$ cat src/rtl/eight_bit_sequential_divider.sv
// rtl/eight_bit_sequential_divider.sv - multi-cycle signed restoring divider, one quotient bit per clock
//
// Purpose:
//   Signed two's-complement division (truncating toward zero, remainder takes
//   the dividend's sign) using a restoring shift/subtract loop. A start/busy/done
//   handshake issues one division at a time.
//
// Ports:
//   clk          rising-edge clock
//   reset        synchronous active-high reset; clears all state and outputs
//   start        request, sampled only while idle
//   dividend     signed dividend, sampled with start
//   divisor      signed divisor, sampled with start
//   busy         high from the accepting edge until the edge that raises done
//   done         one-cycle pulse; results valid from this cycle onward
//   quotient     signed quotient (registered)
//   remainder    signed remainder (registered)
//   overflow     set for most-negative / -1
//   div_by_zero  set when divisor was zero
module eight_bit_sequential_divider #(
  parameter int WIDTH = 8
) (
  input  logic             clk,
  input  logic             reset,
  input  logic             start,
  input  logic [WIDTH-1:0] dividend,
  input  logic [WIDTH-1:0] divisor,
  output logic             busy,
  output logic             done,
  output logic [WIDTH-1:0] quotient,
  output logic [WIDTH-1:0] remainder,
  output logic             overflow,
  output logic             div_by_zero
);

  typedef enum logic [1:0] {
    IDLE   = 2'd0,
    DIVIDE = 2'd1,
    FIXUP  = 2'd2
  } state_t;

  localparam logic [3:0]       COUNT_INIT = 4'(WIDTH);
  localparam logic [WIDTH-1:0] MOST_NEG   = {1'b1, {(WIDTH-1){1'b0}}};

  state_t state, state_next;

  logic [3:0]       count;
  // Holds the dividend magnitude at start; dividend bits shift out of the top
  // while quotient bits shift in at the bottom, so it ends as the quotient.
  logic [WIDTH-1:0] quo_mag;
  logic [WIDTH-1:0] dvs_mag;
  logic [WIDTH-1:0] part_rem;
  logic             sign_dvd;
  logic             sign_dvs;
  logic             zero_div;
  logic             ovf_case;

  logic [WIDTH-1:0] dvd_abs;
  logic [WIDTH-1:0] dvs_abs;
  logic [WIDTH:0]   shifted;
  logic [WIDTH:0]   diff;
  logic             trial_ok;

  // Magnitude of the most negative value wraps back to itself, which reads
  // correctly as an unsigned 2^(WIDTH-1).
  assign dvd_abs = dividend[WIDTH-1] ? -dividend : dividend;
  assign dvs_abs = divisor[WIDTH-1]  ? -divisor  : divisor;

  // part_rem < divisor magnitude always, so the shifted value fits WIDTH+1
  // bits and the sign bit of the difference is the restore decision.
  assign shifted  = {part_rem, quo_mag[WIDTH-1]};
  assign diff     = shifted - {1'b0, dvs_mag};
  assign trial_ok = ~diff[WIDTH];

  always_ff @(posedge clk) begin
    if (reset) state <= IDLE;
    else       state <= state_next;
  end

  always_comb begin
    state_next = state;
    unique case (state)
      IDLE: begin
        if (start) state_next = (divisor == '0) ? FIXUP : DIVIDE;
      end
      DIVIDE: begin
        if (count == 4'd1) state_next = FIXUP;
      end
      FIXUP:   state_next = IDLE;
      default: state_next = IDLE;
    endcase
  end

  always_ff @(posedge clk) begin
    if (reset) begin
      busy        <= 1'b0;
      done        <= 1'b0;
      quotient    <= '0;
      remainder   <= '0;
      overflow    <= 1'b0;
      div_by_zero <= 1'b0;
      count       <= '0;
      quo_mag     <= '0;
      dvs_mag     <= '0;
      part_rem    <= '0;
      sign_dvd    <= 1'b0;
      sign_dvs    <= 1'b0;
      zero_div    <= 1'b0;
      ovf_case    <= 1'b0;
    end else begin
      done <= 1'b0;
      unique case (state)
        IDLE: begin
          if (start) begin
            sign_dvd    <= dividend[WIDTH-1];
            sign_dvs    <= divisor[WIDTH-1];
            quo_mag     <= dvd_abs;
            dvs_mag     <= dvs_abs;
            part_rem    <= '0;
            count       <= COUNT_INIT;
            zero_div    <= (divisor == '0);
            ovf_case    <= (dividend == MOST_NEG) && (divisor == '1);
            overflow    <= 1'b0;
            div_by_zero <= 1'b0;
            busy        <= 1'b1;
          end
        end
        DIVIDE: begin
          part_rem <= trial_ok ? diff[WIDTH-1:0] : shifted[WIDTH-1:0];
          quo_mag  <= {quo_mag[WIDTH-2:0], trial_ok};
          count    <= count - 4'd1;
        end
        FIXUP: begin
          busy <= 1'b0;
          done <= 1'b1;
          if (zero_div) begin
            // quo_mag was never shifted, so it still carries |dividend|.
            quotient    <= '0;
            remainder   <= sign_dvd ? -quo_mag : quo_mag;
            div_by_zero <= 1'b1;
          end else begin
            quotient  <= (sign_dvd ^ sign_dvs) ? -quo_mag : quo_mag;
            remainder <= sign_dvd ? -part_rem : part_rem;
            overflow  <= ovf_case;
          end
        end
        default: ;
      endcase
    end
  end

endmodule
$ cat config.mk
export PLATFORM = sky130hd
export DESIGN_NAME = eight_bit_sequential_divider
export DESIGN_NICKNAME = d
export VERILOG_FILES = /design/src/rtl/eight_bit_sequential_divider.sv
export SDC_FILE = /design/constraint.sdc
export NUM_CORES = 1
export LEC_CHECK = 0
export CAP_MARGIN = 20
export CORE_MARGIN = 5
export CORE_UTILIZATION = 50
export CTS_CLUSTER_SIZE = 28
export DETAILED_ROUTE_END_ITERATION = 16
export GPL_ROUTABILITY_DRIVEN = 0
export HOLD_SLACK_MARGIN = 0.05
export PLACE_DENSITY = 0.82
export SETUP_SLACK_MARGIN = 0.15
export SKIP_LAST_GASP = 1
export SLEW_MARGIN = 20
export SYNTH_ARGS = -nofsm -noshare
export SYNTH_HDL_FRONTEND = slang
export SYNTH_SLANG_ARGS = --single-unit
$ cat constraint.sdc
create_clock -name clk -period 3.7 [get_ports clk]
set_input_delay 0.925 -clock clk [delete_from_list [all_inputs] [get_ports clk]]
set_output_delay 0.925 -clock clk [all_outputs]
set_load 0.02 [all_outputs]
==> results.md <==
- Syn-to-layout area delta: 14.5%
- Post-CTS sizing: 0
- Post-synth top area cell: dfxtp_1
- Max Slew Vio Count: 0
- Starting density of the core: 0.505
- Number of diodes: 0
- Worst path required time: 3.90 ns
- Largest net degree at the start of global routing: 30
- DRC Markers: 0
- Routed Antenna Nets: 0
- Mean Syn Cell Area: 8.20 um^2
- Chip height: 89.7 um
- YS warnings: 0
- Via count: 2732
- CTS max path bufs: 2
- Slew Limit Headroom: 0.451
- Cell variety after synth: 59
- Peak VDD IR: 0.234 mV
- H-tree levels: 2
- CTS tree: done
- Post-synth top cells: 55 x nor2_1, 54 x dfxtp_1, 42 x nand2_1
- Clk Latency, worst-skew pair: 0.31 ns
- Die footprint: 8040 um^2
- Critical path endpoint category: register
- Mapped Area: 3170 um^2
- Setup bufs post-CTS: 0
- WS Path Type: register to register
- Syn nets: 422
- Routed len/inst: 13.8 um
- Number of flops mapped to enable cells by yosys: 0
- Clk_skew: 0.00657 ns
- Highest net fanout along the worst path: 11
- Final Setup Violations: 0
- Crit share post-route: 0.691
- Root Buffer: clkbuf_8
- Beginning of the critical path: quo_mag[7]$_SDFFE_PP0P_
- Initial antenna violation count: 0
- Detailed-route wire length: 6720 um
- Initial DRC count: 173
- Startpoint Class: register
- Leakage: 1.34 nW
- Slew @ Worst Pin: 0.824 ns
- # rows: 29
- Detail Placement HPWL: 5230 um
- Layout cell share with drive strength beyond 1: 0.0561
- Hold WS: 0.454 ns
- FF+latch area: 1080 um^2
- Register area share after synthesis: 0.341
- Async SR Flop Fraction: 0
- Synth Instances: 387
- Hold Path Origin: remainder[4]$_SDFFE_PP0P_
- Tot GR Track Use: 0.183
- Vias/cell: 5.61
- Setup ws final: 1.14 ns
- Core footprint: 6280 um^2
- # IOs: 39
- Fin. Hold Viols: 0
- First-pass DRT Iterations: 6
- Status: completed
- Hold_buf cts: 0
- Max-cap viol count: 0
- Post-synth top area share: 0.341
- First-pass GRT wire length: 11800 um
- Vias in the first global route: 2608
- # clock sinks: 54
- Synth area leaders: dfxtp_1 34%, nor2_1 6.5%, xnor2_1 6.3%
- Post-Route Setup TNS: 0 ns
- Num CTS Buffers: 5
- # fillers: 586
- RSZ-0062 raised after global routing: no
- Area of the multi-input gates: 1890 um^2
- Die W: 89.7 um
- FF-to-FF Start: quo_mag[7]$_SDFFE_PP0P_
- Final nets: 445
- Final min period: 2.56 ns
- Fmax: 0.391 GHz
- Main synth FF type: dfxtp_1
- Synth Register Bits: 54
- Worst-path clk slew: 0.10 ns
- Port bufs: 38
- HP Class: register to register
- Gr ovfl total: 0
- Top-count cell post-synth: nor2_1
- CP arrival: 2.76 ns
- PD cells: 392 nW/um^2
- Dpl ws: 0.980 ns
placed cells by master, fill, tap and decap left out, types with 2 or more instances in the layout:
cell type	synthesis	layout
nor3_1	5	5
xor2_1	11	11
clkbuf_8	0	5
o21ai_0	11	11
a222oi_1	7	7
a22o_1	2	2
xnor2_1	23	23
a211oi_1	10	10
mux2i_1	8	8
a21o_1	2	2
buf_4	2	3
inv_1	21	21
a21oi_2	2	2
a21oi_1	25	25
dfxtp_1	54	54
nand2b_1	5	5
o31ai_1	6	6
nand3_1	2	2
clkdlybuf4s50_1	0	38
nor2b_1	5	5
ha_1	15	15
or3_1	2	2
nor4_1	5	5
nand4_1	3	3
nor2_1	55	55
a22oi_1	8	8
nand3b_1	2	2
nand2_1	42	42
o211ai_1	4	4
final timing paths:
check	endpoint	slack, ns	cells after the start
setup reg to reg	part_rem[6]$_SDFFE_PP0P_	1.14	10
hold / removal	remainder[4]$_SDFFE_PP0P_	0.45	2
hold reg to reg	remainder[4]$_SDFFE_PP0P_	0.45	2
setup / recovery	part_rem[6]$_SDFFE_PP0P_	1.14	10
sequential cells by signal, indices dropped and copies added (netlist names), 2 cells and up:
signal / flops
count: 4
part_rem: 8
quotient: 8
quo_mag: 8
remainder: 8
state: 2
dvs_mag: 8
metrics by stage:
stage          cell area [um^2]  utilization  std cells  power [W]
6_report                   3630        0.579        487    0.00143
5_1_grt                    3630        0.579        487    0.00152
4_1_cts                    3630        0.579        487    0.00144
3_5_place_dp               3550        0.566        480    0.00112
3_3_place_gp               3550        0.566        480    0.00111
2_1_floorplan              3170            -        387    0.00102
layer usage:
metal / wire length [um] / vias up / GRT usage / part of all wire
li1: - / 1402 / - / -
met1: 3050 / 1265 / 0.233 / 0.45
met2: 3290 / 56 / 0.319 / 0.49
met3: 298 / 9 / 0.0219 / 0.044
met4: 92 / 0 / 0.0609 / 0.014
met5: 0 / - / 0 / 0
final cells by class:
type / count / area share
sequential: 54 / 0.298
multi-input combinational: 287 / 0.521
timing repair buffer: 41 / 0.111
inverter: 21 / 0.0217
clock inverter: 1 / 0.00207
clock buffer: 6 / 0.0200
tap: 77 / 0.0265
power by group:
| group | internal (W) | switching [W] |
|---|---|---|
| clock | 0.000130 | 0.000186 |
| sequential | 0.000617 | 0.0000465 |
| combinational | 0.000211 | 0.000235 |
worst max-delay path: stages (launching register included):
cell	delay, ns
dfxtp_1	0.38
inv_1	0.10
ha_1	0.23
fa_1	0.45
nor2b_4	0.15
o2111ai_1	0.15
a211o_2	0.37
o311ai_2	0.07
buf_4	0.25
mux2i_1	0.22
o21ai_0	0.08
kinds of logic after synthesis:
kind of cell    after synthesis  share of synthesized area
flops                        54                      0.341
simple gates                134                      0.192
buf+inv                      46                     0.0623
fa+ha+maj                    16                     0.0655
mux                          10                     0.0359
compound gates               93                      0.210
xor+xnor                     34                     0.0938
Power figures use the tool's default switching activity.
